==> src/rtl/stopwatch_display_counter.sv <==
// -----------------------------------------------------------------------------
// stopwatch_display_counter
//
// Purpose:
//   Time-keeping and display stage of the stopwatch. Holds an MM:SS time as
//   four BCD digits and advances it on the 1 Hz tick while counting is
//   enabled. Drives the four 7-segment digits with registered, active-low
//   segment patterns. While paused, the display can optionally blink.
//
// Parameters:
//   MAX_MINUTES  last minute value before the time wraps to 00:00 (1..99)
//   BLINK_EN     1: the display toggles blank/visible on each tick while paused
//                0: the display stays steady while paused
//
// Ports:
//   clk          system clock (CLOCK_50 domain), rising edge only
//   rst_n        asynchronous active-low reset
//   tick         one-cycle 1 Hz strobe, synchronous to clk
//   counting     level from the FSM: time advances on tick
//   reset_timer  level from the FSM: clears the time to 00:00 (top priority)
//   rollover     one-cycle pulse after the time wraps MAX_MINUTES:59 -> 00:00
//   HEX0..HEX3   seconds ones, seconds tens, minutes ones, minutes tens;
//                active-low, bit0 = segment a .. bit6 = segment g
//
// Timing:
//   Digits, blink phase and rollover update on the edge that samples the
//   inputs. HEX outputs are registered from those values one edge later.
// -----------------------------------------------------------------------------
module stopwatch_display_counter #(
  parameter int MAX_MINUTES = 59,
  parameter bit BLINK_EN    = 1'b1
) (
  input  logic       clk,
  input  logic       rst_n,
  input  logic       tick,
  input  logic       counting,
  input  logic       reset_timer,
  output logic       rollover,
  output logic [6:0] HEX0,
  output logic [6:0] HEX1,
  output logic [6:0] HEX2,
  output logic [6:0] HEX3
);

  localparam logic [3:0] MAX_M10 = 4'(MAX_MINUTES / 10);
  localparam logic [3:0] MAX_M1  = 4'(MAX_MINUTES % 10);
  localparam logic [6:0] SEG_BLANK = 7'h7F;
  localparam logic [6:0] SEG_ZERO  = 7'h40;

  // Time digits and blink phase.
  logic [3:0] s1, s10, m1, m10;
  logic       blink;

  logic [3:0] s1_nxt, s10_nxt, m1_nxt, m10_nxt;
  logic       blink_nxt;
  logic       rollover_nxt;
  logic       at_max;

  function automatic logic [6:0] seg_encode(input logic [3:0] d);
    logic [6:0] seg;
    case (d)
      4'd0:    seg = 7'h40;
      4'd1:    seg = 7'h79;
      4'd2:    seg = 7'h24;
      4'd3:    seg = 7'h30;
      4'd4:    seg = 7'h19;
      4'd5:    seg = 7'h12;
      4'd6:    seg = 7'h02;
      4'd7:    seg = 7'h78;
      4'd8:    seg = 7'h00;
      4'd9:    seg = 7'h10;
      default: seg = 7'h7F;
    endcase
    return seg;
  endfunction

  assign at_max = (m10 == MAX_M10) && (m1 == MAX_M1) &&
                  (s10 == 4'd5) && (s1 == 4'd9);

  // Next-state selection, highest priority first: clear, count, pause-tick,
  // then hold. rollover is a pulse, so it defaults low every cycle.
  always_comb begin
    s1_nxt       = s1;
    s10_nxt      = s10;
    m1_nxt       = m1;
    m10_nxt      = m10;
    blink_nxt    = blink;
    rollover_nxt = 1'b0;

    if (reset_timer) begin
      s1_nxt    = 4'd0;
      s10_nxt   = 4'd0;
      m1_nxt    = 4'd0;
      m10_nxt   = 4'd0;
      blink_nxt = 1'b0;
    end else if (tick && counting) begin
      blink_nxt = 1'b0;
      if (at_max) begin
        s1_nxt       = 4'd0;
        s10_nxt      = 4'd0;
        m1_nxt       = 4'd0;
        m10_nxt      = 4'd0;
        rollover_nxt = 1'b1;
      end else if (s1 != 4'd9) begin
        s1_nxt = s1 + 4'd1;
      end else begin
        s1_nxt = 4'd0;
        if (s10 != 4'd5) begin
          s10_nxt = s10 + 4'd1;
        end else begin
          s10_nxt = 4'd0;
          if (m1 != 4'd9) begin
            m1_nxt = m1 + 4'd1;
          end else begin
            m1_nxt  = 4'd0;
            m10_nxt = m10 + 4'd1;
          end
        end
      end
    end else if (tick) begin
      if (BLINK_EN) begin
        blink_nxt = ~blink;
      end else begin
        blink_nxt = 1'b0;
      end
    end else if (counting) begin
      // Resuming without a tick must show a steady display immediately.
      blink_nxt = 1'b0;
    end
  end

  always_ff @(posedge clk or negedge rst_n) begin
    if (!rst_n) begin
      s1       <= 4'd0;
      s10      <= 4'd0;
      m1       <= 4'd0;
      m10      <= 4'd0;
      blink    <= 1'b0;
      rollover <= 1'b0;
    end else begin
      s1       <= s1_nxt;
      s10      <= s10_nxt;
      m1       <= m1_nxt;
      m10      <= m10_nxt;
      blink    <= blink_nxt;
      rollover <= rollover_nxt;
    end
  end

  // Display registers sample the current digits, giving one cycle of latency
  // behind the digit update.
  always_ff @(posedge clk or negedge rst_n) begin
    if (!rst_n) begin
      HEX0 <= SEG_ZERO;
      HEX1 <= SEG_ZERO;
      HEX2 <= SEG_ZERO;
      HEX3 <= SEG_ZERO;
    end else if (blink) begin
      HEX0 <= SEG_BLANK;
      HEX1 <= SEG_BLANK;
      HEX2 <= SEG_BLANK;
      HEX3 <= SEG_BLANK;
    end else begin
      HEX0 <= seg_encode(s1);
      HEX1 <= seg_encode(s10);
      HEX2 <= seg_encode(m1);
      HEX3 <= seg_encode(m10);
    end
  end

endmodule

==> config.mk <==
export PLATFORM = sky130hd
export DESIGN_NAME = stopwatch_display_counter
export DESIGN_NICKNAME = d
export VERILOG_FILES = /design/src/rtl/stopwatch_display_counter.sv
export SDC_FILE = /design/constraint.sdc
export NUM_CORES = 1
export LEC_CHECK = 0
export CAP_MARGIN = 20
export CORE_MARGIN = 2
export CORE_UTILIZATION = 50
export DETAILED_ROUTE_END_ITERATION = 12
export GPL_TIMING_DRIVEN = 0
export HOLD_SLACK_MARGIN = 0.06
export PLACE_DENSITY = 0.79
export SYNTH_ARGS = -nofsm -noshare
export SYNTH_HDL_FRONTEND = slang
export SYNTH_SLANG_ARGS = --single-unit
==> constraint.sdc <==
create_clock -name clk -period 2.06 [get_ports clk]
set_clock_uncertainty 0.2 [all_clocks]
set_input_delay 0.412 -clock clk [delete_from_list [all_inputs] [get_ports clk]]
set_output_delay 0.412 -clock clk [all_outputs]
set_load 0.005 [all_outputs]
==> results.cfg, run 1 <==
[setup_path]
r2r-start = s1[1]
crit_path_end = m10[2]
r2r_end = m10[2]
r2r_slack_ns = -0.001
endpoint_kind = flip-flop
worstSetupPathType = reg -> reg
cp.arrival_ns = 2.04
cp_max_fo = 10
cp-startpoint = s1[1]
slowest_delay_ns = 0.47
start_kind = flip-flop
reg2regPathDepth = 7
slowest_stage = dfrtp_2
cp_cell_sequence = inv_1 -> ha_2 -> and3b_1 -> buf_6 -> nand3_1 -> o311ai_1 -> o21ai_0
worstPathRequired_ns = 2.03

[pwr]
power_density_nw_per_um2 = 582
p_leak_uw = 0.00140
ir_worst_vdd_mv = 0.472

[cts]
clock_sinks = 46
clock_latency_ns = 0.31
htreeDepth = 2
clockBufferDepth = 2
cts_buffers = 5
cts_setup_buffers = 0
root_buffer = clkbuf_8
cts.clk_slew.worst_paths_ns = 0.09
cts_tree = built

[global_route]
grt_max_degree = 30
grt.total_usage_pct = 19.1
grt_pass1_wl_mm = 9.05
grt-ovfl-total = 0
antenna_found_initial = 0
grt_pass1_vias = 2049

[routing]
wl_met2_mm = 2.66
wl_mm = 5.22
remaining_drc_errors = 0
dr.first_iter.drc_count = 136
dr.pass1.iters = 4
via_per_inst = 5.40
dr_total_vias = 2085
dr.max_layer_used = met4
wl_met1_mm = 2.19
ant_nets = 0
wl_per_cell_um = 13.5
dr_wl_met3_um = 280

[layout]
finalNetCount = 340
fillerInstances = 443
syn_to_final_growth_pct = 21.0
drive_gt1_share_pct = 10.1
fin_area_sq_um = 3140
num_antenna_cells = 0

[sta]
fin_crit_ns = 2.06
fin_ws_ns = -0.00126
slew_violations = 0
report.final.setup_viol = 1
max_clock_freq_ghz = 0.485
min_period_over_period_pct = 100
max_slew_margin_pct = 66.4
worstMarginPinSlew_ns = 0.503
hold_ws_ns = 0.365
finalHoldViolCount = 0

[min_path]
hold_path_class = in -> async

[logic_synthesis]
syn_area_sq_um = 2590
async_flop_share_pct = 100
synthFlopType = dfrtp_1
synth_warnings = 0
synth-seq-cells = 46
ys_types = 41
avgSynthCellArea_sq_um = 9.47
synth_edf_count = 0
synthCells = 274
syn-num-nets = 299
seq_area_frac_synth_pct = 44.6

[outcome]
status = complete, but fails checks
failed_checks = negative setup slack

[die]
die_h_um = 76.0
dieArea_sq_um = 5780
fp.coreArea_sq_um = 5040
fp.dieW_um = 76.0
initial_utilization_pct = 51.5
io_pins = 34
row_count = 26

[placed_design]
gp_congestion = 0.829
place_area_sq_um = 3020
port_buffers = 32
place_hpwl_mm = 3.74

[run]
maxCapViolations = 0
[stage by stage]
step           setup slack, ns  cells  total power, uW  utilization (%)   TNS, ns
2_1_floorplan            0.269    274             1120                -         0
3_3_place_gp            -0.872    376             1250             59.6    -38.12
3_5_place_dp            -0.116    377             1260             59.9    -0.254
4_1_cts                0.00558    386             1850             62.0         0
5_1_grt               -0.00301    386             1920             62.3  -0.00301
6_report              -0.00126    386             1830             62.3  -0.00126
[critical path: cells and delay by family (launching register included)]
family,cells,cell delay [ns]
buffers and inverters,2,0.28
AND/OR/NAND/NOR,2,0.27
AO/OA/AOI/OAI,2,0.49
flip-flops,1,0.47
adder cells (fa/ha/maj),1,0.22
[cell families (layout without fill, tap and decap cells)]
kind of cell | count (synthesis) | after routing | synth area share (%)
AO/OA/AOI/OAI | 77 | 77 | 18.7
XOR/XNOR | 2 | 2 | 0.675
adder cells (fa/ha/maj) | 20 | 20 | 9.64
buffers and inverters | 29 | 71 | 4.87
flip-flops | 46 | 46 | 44.6
multiplexers | 4 | 4 | 1.54
AND/OR/NAND/NOR | 96 | 96 | 20.1
[per-layer routing]
layer	up-vias	track usage, %
li1	1011	-
met1	1013	23.4
met2	51	33.1
met3	10	3.67
met4	0	8.18
met5	-	0
[power breakdown]
group	switching [uW]	internal [uW]	total, uW
Combinational	118	144	262
Sequential	25.5	956	982
Clock	313	270	583
[cells in the mapped netlist (2+ instances only)]
cell type / count / area, sq um
or2_2: 3 / 18.8
o211ai_1: 2 / 15.0
nand2b_1: 13 / 81.3
buf_2: 5 / 25.0
o21ai_0: 15 / 75.1
nand4_1: 3 / 18.8
a21oi_1: 31 / 155
nor2b_1: 3 / 18.8
dfstp_2: 4 / 105
xnor2_1: 2 / 17.5
inv_1: 13 / 48.8
ha_1: 20 / 250
and2_1: 2 / 12.5
clkbuf_1: 8 / 30.0
and3_1: 3 / 18.8
nor2_1: 21 / 78.8
dfrtp_1: 42 / 1050
nand2_1: 21 / 78.8
o21bai_1: 22 / 165
nor3_1: 4 / 20.0
nand3b_1: 2 / 15.0
and3b_1: 4 / 35.0
nand3_1: 10 / 50.1
mux2i_1: 4 / 40.0
[worst min-delay path by stage]
| stage | start | to | cells past startpoint |
|---|---|---|---|
| floorplan | rst_n | HEX0[0] | 0 |
| global placement | m1[0] | m1[0] | 1 |
| detailed placement | rst_n | m10[2] | 1 |
| CTS | rst_n | HEX3[5] | 2 |
| global route | rst_n | HEX3[5] | 2 |
| finish | rst_n | HEX3[5] | 2 |
[timing repair]
action / 4_1_cts / 5_1_grt
hold endpoints to repair: 15 / 0
endpoints found under the setup margin: 1 / 6
resized for setup: 1 / 4
hold buffers: 1 / 0
[flip-flops by register name (all words and copies together) (netlist names)]
name,flops
HEX0,7
HEX1,7
HEX2,7
HEX3,7
m10,4
m1,4
s10,4
s1,4
blink,1
rollover,1
[cell usage in the layout, fill, tap and decap left out, types with 13 or more instances in the layout]
| cell type | n |
|---|---|
| dfrtp_1 | 40 |
| a21oi_1 | 31 |
| clkdlybuf4s50_1 | 31 |
| o21bai_1 | 22 |
| nor2_1 | 21 |
| nand2_1 | 21 |
| ha_1 | 18 |
| o21ai_0 | 15 |
| inv_1 | 13 |
| nand2b_1 | 13 |
[final cells by class]
| type | instances | area (sq um) | area share (%) |
|---|---|---|---|
| multi-input combinational | 199 | 1330 | 42.3 |
| sequential | 46 | 1160 | 36.9 |
| timing repair buffer | 34 | 345 | 11.0 |
| tap | 70 | 87.6 | 2.79 |
| clock buffer | 6 | 82.6 | 2.63 |
| buffer | 16 | 77.6 | 2.47 |
| inverter | 13 | 48.8 | 1.55 |
| clock inverter | 2 | 12.5 | 0.398 |
No activity file was read; power rests on OpenSTA's default activity.
==> run 2: changes to the inputs <==
CORE_UTILIZATION = 45   (was 50)
PLACE_DENSITY = 0.73   (was 0.79)
==> run 2 against run 1 <==
Worst setup slack improved by 0.11 ns. Combinational power hardly changed. Cell count up 1.3%. Clock-buffer cell count increased by 1. Sequential cell count is the same. Non-clock buffer count grew 3. Clock power grew 12%. The run now ends clean. Sequential power about the same. Wire length decreased by 1.1%.
==> results.cfg, run 2 (synthesis results as in run 1) <==
[layout]
final-seq-area_sq_um = 1160
fillerInstances = 497
layout_commonest_cell = dfrtp_1
finalCoreUtilization_pct = 57.3
finalNetCount = 343
num_antenna_cells = 0
fin_area_sq_um = 3170
drive_gt1_share_pct = 10.0
multi_input_area_sq_um = 1330
final_cell_mix = 40 x dfrtp_1, 31 x a21oi_1, 31 x clkdlybuf4s50_1
syn_to_final_growth_pct = 22.3

[setup_path]
reg2regPathDepth = 7
r2r_end = m10[2]
r2r_slack_ns = 0.11
slowest_delay_ns = 0.46
start_kind = flip-flop
cp.arrival_ns = 1.92
cp_max_fo = 8
worstPathRequired_ns = 2.03
r2r-start = s10[1]
slowest_stage = dfrtp_2
worstSetupPathType = reg -> reg
cp_cell_sequence = inv_1 -> ha_4 -> and3b_1 -> buf_4 -> nand3_1 -> o311ai_1 -> o21ai_0
endpoint_kind = flip-flop
cpLargestDelayFamily = flip-flops
critical_path_buf_inv_count = 2

[routing]
dr.pass1.iters = 4
dr_total_vias = 2063
wl_per_cell_um = 13.2
via_per_inst = 5.28
dr.first_iter.drc_count = 154
remaining_drc_errors = 0
wl_mm = 5.16
ant_nets = 0

[cts]
clockBufferDepth = 2
clock_latency_ns = 0.30
cts_buffers = 5
root_buffer = clkbuf_8
clock_sinks = 46
cts.clk_slew.worst_paths_ns = 0.08
htreeDepth = 2
cts_tree = built

[sta]
max_slew_margin_pct = 66.6
worstMarginPinSlew_ns = 0.501
rsz0062_at_grt = false
fin_crit_ns = 1.95
report.final.setup_viol = 0
finalHoldViolCount = 0
hold_ws_ns = 0.325
slew_violations = 0
min_period_over_period_pct = 94.8
max_clock_freq_ghz = 0.512
finalSetupTns_ns = 0
fin_ws_ns = 0.106

[die]
io_pins = 34
fp.coreArea_sq_um = 5540
fp.dieW_um = 79.9
dieArea_sq_um = 6390
row_count = 27
initial_utilization_pct = 46.8
die_h_um = 79.9

[global_route]
grt.total_usage_pct = 17.7
grt_pass1_wl_mm = 8.94
grt-ovfl-total = 0
antenna_found_initial = 0
grt_pass1_vias = 1955
grt_max_degree = 36

[placed_design]
port_buffers = 32
gp_congestion = 0.859
preCtsSetupSlack_ns = -0.0742
place_area_sq_um = 3020
place_hpwl_mm = 3.63

[pwr]
ir_worst_vdd_mv = 0.396
p_leak_uw = 0.00142
switching_power_uw = 435
netSwitchingFraction_pct = 22.9
combPwrFrac_pct = 14.0
power_frac_clock_pct = 34.4
power_density_nw_per_um2 = 598
pwr-share-seq_pct = 51.6
intPower_uw = 1460

[outcome]
status = completed

[min_path]
hold_path_class = in -> async

[run]
maxCapViolations = 0
[run 2: changes by cell type in the layout (fill, tap and decap cells not counted)]
cell / change
ha_2: -1
bufinv_16: +1
clkbuf_8: -1
clkbuf_1: +2
ha_1: +1
o21ai_1: +2
clkinvlp_4: -1
buf_4: +3
clkinv_2: -1
o21ai_0: -2
[run 2: layer usage]
metal | track usage, % | up-vias | part of all wire [%]
met5 | 0 | - | 0
met4 | 5.93 | 0 | 1.3
met3 | 3.85 | 7 | 4.5
met2 | 27.4 | 42 | 46
met1 | 24.6 | 987 | 48
li1 | - | 1027 | -
[run 2: timing repair]
item	4_1_cts	5_1_grt
hold buffers	1	0
endpoints found under the setup margin	0	10
gates resized for setup	0	6
hold endpoints to repair	11	0
setup buffers	0	3
[run 2: stage by stage]
stage	cells	total power [uW]
global route	391	2000
global placement	378	1250
finish	391	1900
detailed placement	379	1260
floorplan	274	1120
CTS	388	1910
[run 2: how the worst max path moves through the flow]
stage | startpoint | to | depth (start not counted)
global route | s10[1] | m10[2] | 7
floorplan | s1[1] | m1[0] | 7
finish | s10[1] | m10[2] | 7
CTS | s1[1] | m10[3] | 7
global placement | rst_n | s10[0] | 1
detailed placement | tick | m10[2] | 6
[run 2: layout make-up]
cell class	count	share of cell area (%)
flip-flops and latches	46	36.5
inverters	13	1.54
clock buffers	7	2.40
well taps	72	2.84
clock inverters	1	0.946
plain buffers	16	2.44
multi-input cells	199	41.7
repair buffers	37	11.6
[run 2: power groups by stage]
stage                     registers (uW)  logic [uW]  clock network (uW)
after floorplan                     1000         112                   0
after global placement               999         256                   0
after detailed placement             999         262                   0
after CTS                            981         265                 668
after global routing                 986         298                 716
final                                980         265                 654
[run 2: worst register-to-register path, stage by stage (launching register included)]
cell and delay (ns):
dfrtp_2 0.46, inv_1 0.17, ha_4 0.18, and3b_1 0.16, buf_4 0.16, nand3_1 0.08
o311ai_1 0.27, o21ai_0 0.14
==> run 3: changes to the inputs <==
ABC_AREA = 1   (was not set)
CAP_MARGIN = 15   (was 20)
CELL_PAD_IN_SITES_DETAIL_PLACEMENT = 0   (was not set)
CELL_PAD_IN_SITES_GLOBAL_PLACEMENT = 2   (was not set)
CORE_UTILIZATION = 33   (was 45)
PLACE_DENSITY = 0.84   (was 0.73)
==> run 3 against run 2 <==
Cell area is 5.1% lower. Sequential power increased by 33%. Non-clock buffer count down 13. Synthesized area fell by 6.7%. Fmax up 1.8%. Worst setup slack better by 0.034 ns. Critical path type is now reg -> out.
==> results.cfg, run 3 <==
[routing]
dr_total_vias = 1823
ant_nets = 0
dr.pass1.iters = 4
via_per_inst = 4.49
remaining_drc_errors = 0
dr.first_iter.drc_count = 49
wl_mm = 4.59
wl_per_cell_um = 11.3

[placed_design]
place_area_sq_um = 2890
gp_congestion = 0.770
port_buffers = 33
place_inst = 397
place_hpwl_mm = 3.45

[layout]
stdcell_count = 406
drive_gt1_share_pct = 12.7
fin_area_sq_um = 3010
finalNetCount = 331
syn_to_final_growth_pct = 24.3
final_cell_mix = 57 x nand2_1, 42 x dfrtp_1, 32 x clkdlybuf4s50_1
layout_commonest_cell = nand2_1
num_antenna_cells = 0
fillerInstances = 713

[cts]
clock_sinks = 46
hold_buffers = 1
cts.clk_slew.worst_paths_ns = 0.09
clockBufferDepth = 2
htreeDepth = 2
cts_resized = 0
cts_buffers = 5
cts_setup_buffers = 0
root_buffer = clkbuf_8
clock_latency_ns = 0.29
cts_tree = built

[sta]
min_period_over_period_pct = 93.2
finalHoldViolCount = 0
slew_violations = 0
worstMarginPinSlew_ns = 0.393
rsz0062_at_grt = false
report.final.setup_viol = 0
fin_crit_ns = 1.92
max_slew_margin_pct = 73.8
max_clock_freq_ghz = 0.521

[die]
fp.coreArea_sq_um = 7180
row_count = 31
dieArea_sq_um = 8040
io_pins = 34
die_h_um = 89.7
fp.dieW_um = 89.7
initial_utilization_pct = 33.8

[logic_synthesis]
syn_area_sq_um = 2420
async_flop_share_pct = 100
synthFlopType = dfrtp_1
avgSynthCellArea_sq_um = 9.18
synth_top_cell_area_share_pct = 43.4
synth_edf_count = 0
seq_area_frac_synth_pct = 47.7
synthCells = 264
syn-num-nets = 289
yosys-top-cells-area = dfrtp_1 43%, ha_1 10%, nand2_1 8.8%, nand3_1 4.5%, dfstp_2 4.3%
synth_top_area_cell = dfrtp_1
ys_types = 33
synth_most_common_cell = nand2_1
synthTopCellsByCount = 57 x nand2_1, 42 x dfrtp_1, 26 x inv_1
synth-seq-cells = 46
synth_warnings = 0

[setup_path]
reg2regPathDepth = 9
start_kind = flip-flop
cp-startpoint = HEX1[6]
critical_path_buf_inv_count = 1
slowest_delay_ns = 0.53
worstSetupPathType = reg -> out
cpLargestDelayFamily = flip-flops
endpoint_kind = output pin
r2r-start = s10[1]
cp.arrival_ns = 1.31
r2r_end = m1[3]
slowest_stage = dfstp_2
r2r_slack_ns = 0.33
worstPathRequired_ns = 1.45
cp_max_fo = 1
cp_cell_sequence = clkdlybuf4s50_1

[outcome]
status = completed

[min_path]
hold_path_class = in -> async

[run]
maxCapViolations = 0

[global_route]
antenna_found_initial = 0
grt.total_usage_pct = 12.9
grt_pass1_vias = 1693
grt_max_degree = 30
grt_pass1_wl_mm = 7.97
grt-ovfl-total = 0

[pwr]
power_density_nw_per_um2 = 1010
ir_worst_vdd_mv = 0.281
p_leak_uw = 0.00143
## run 3: changes by cell type in the layout (fill, tap and decap cells not counted), sizes merged, moves of 6 or more
cell    delta
a21oi     -23
buf        -6
clkbuf     -7
inv       +21
nand2     +40
nand2b    -13
nand3     +15
o21ai     +13
o21bai    -22
## run 3: kinds of logic after synthesis
logic type | count (synthesis) | synth area share, %
xor gates and xnor gates | 3 | 1.08
adders and majority gates | 20 | 10.3
and+or+nand+nor | 113 | 23.1
buffers and inverters | 39 | 7.85
AOI/OAI and AO/OA | 43 | 9.92
DFF | 46 | 47.7
## run 3: power by group
part | internal (uW) | total (uW) | switching [uW]
Combinational | 586 | 1110 | 528
Clock | 339 | 636 | 297
Sequential | 1160 | 1300 | 134
Total | 2090 | 3050 | 959
## run 3: worst max path at each step
stage              end  slack [ns]  cells past startpoint
6_report       HEX1[6]        0.14                      1
5_1_grt        HEX0[6]        0.07                      1
4_1_cts        HEX0[6]        0.12                      1
3_5_place_dp     m1[3]        0.03                      8
3_3_place_gp   HEX3[5]       -0.92                      1
2_1_floorplan    m1[3]        0.51                      9
## run 3: stage by stage
step                hold slack, ns  util, %  power [uW]  setup slack [ns]  TNS, ns
floorplan                  -0.0836        -        1900             0.505        0
global placement             0.371     40.1        2440            -0.917   -40.11
detailed placement           0.161     40.3        2450            0.0331        0
CTS                          0.383     42.0        3090             0.119        0
global route                 0.414     42.0        3320            0.0746        0
finish                       0.375     42.0        3050             0.140        0
## run 3: per-layer routing
layer  track usage (%)  part of all wire [%]
met4              4.07                   1.0
met3              2.47                   2.6
met1              16.8                    48
met5                 0                     0
met2              21.5                    49
## run 3: area by class of cell
type | count | area (sq um) | area share (%)
flip-flops and latches | 46 | 1160 | 38.4
multi-input cells | 179 | 1080 | 35.7
repair buffers | 35 | 355 | 11.8
inverters | 34 | 148 | 4.90
well taps | 99 | 124 | 4.11
clock buffers | 8 | 110 | 3.66
plain buffers | 5 | 42.5 | 1.41
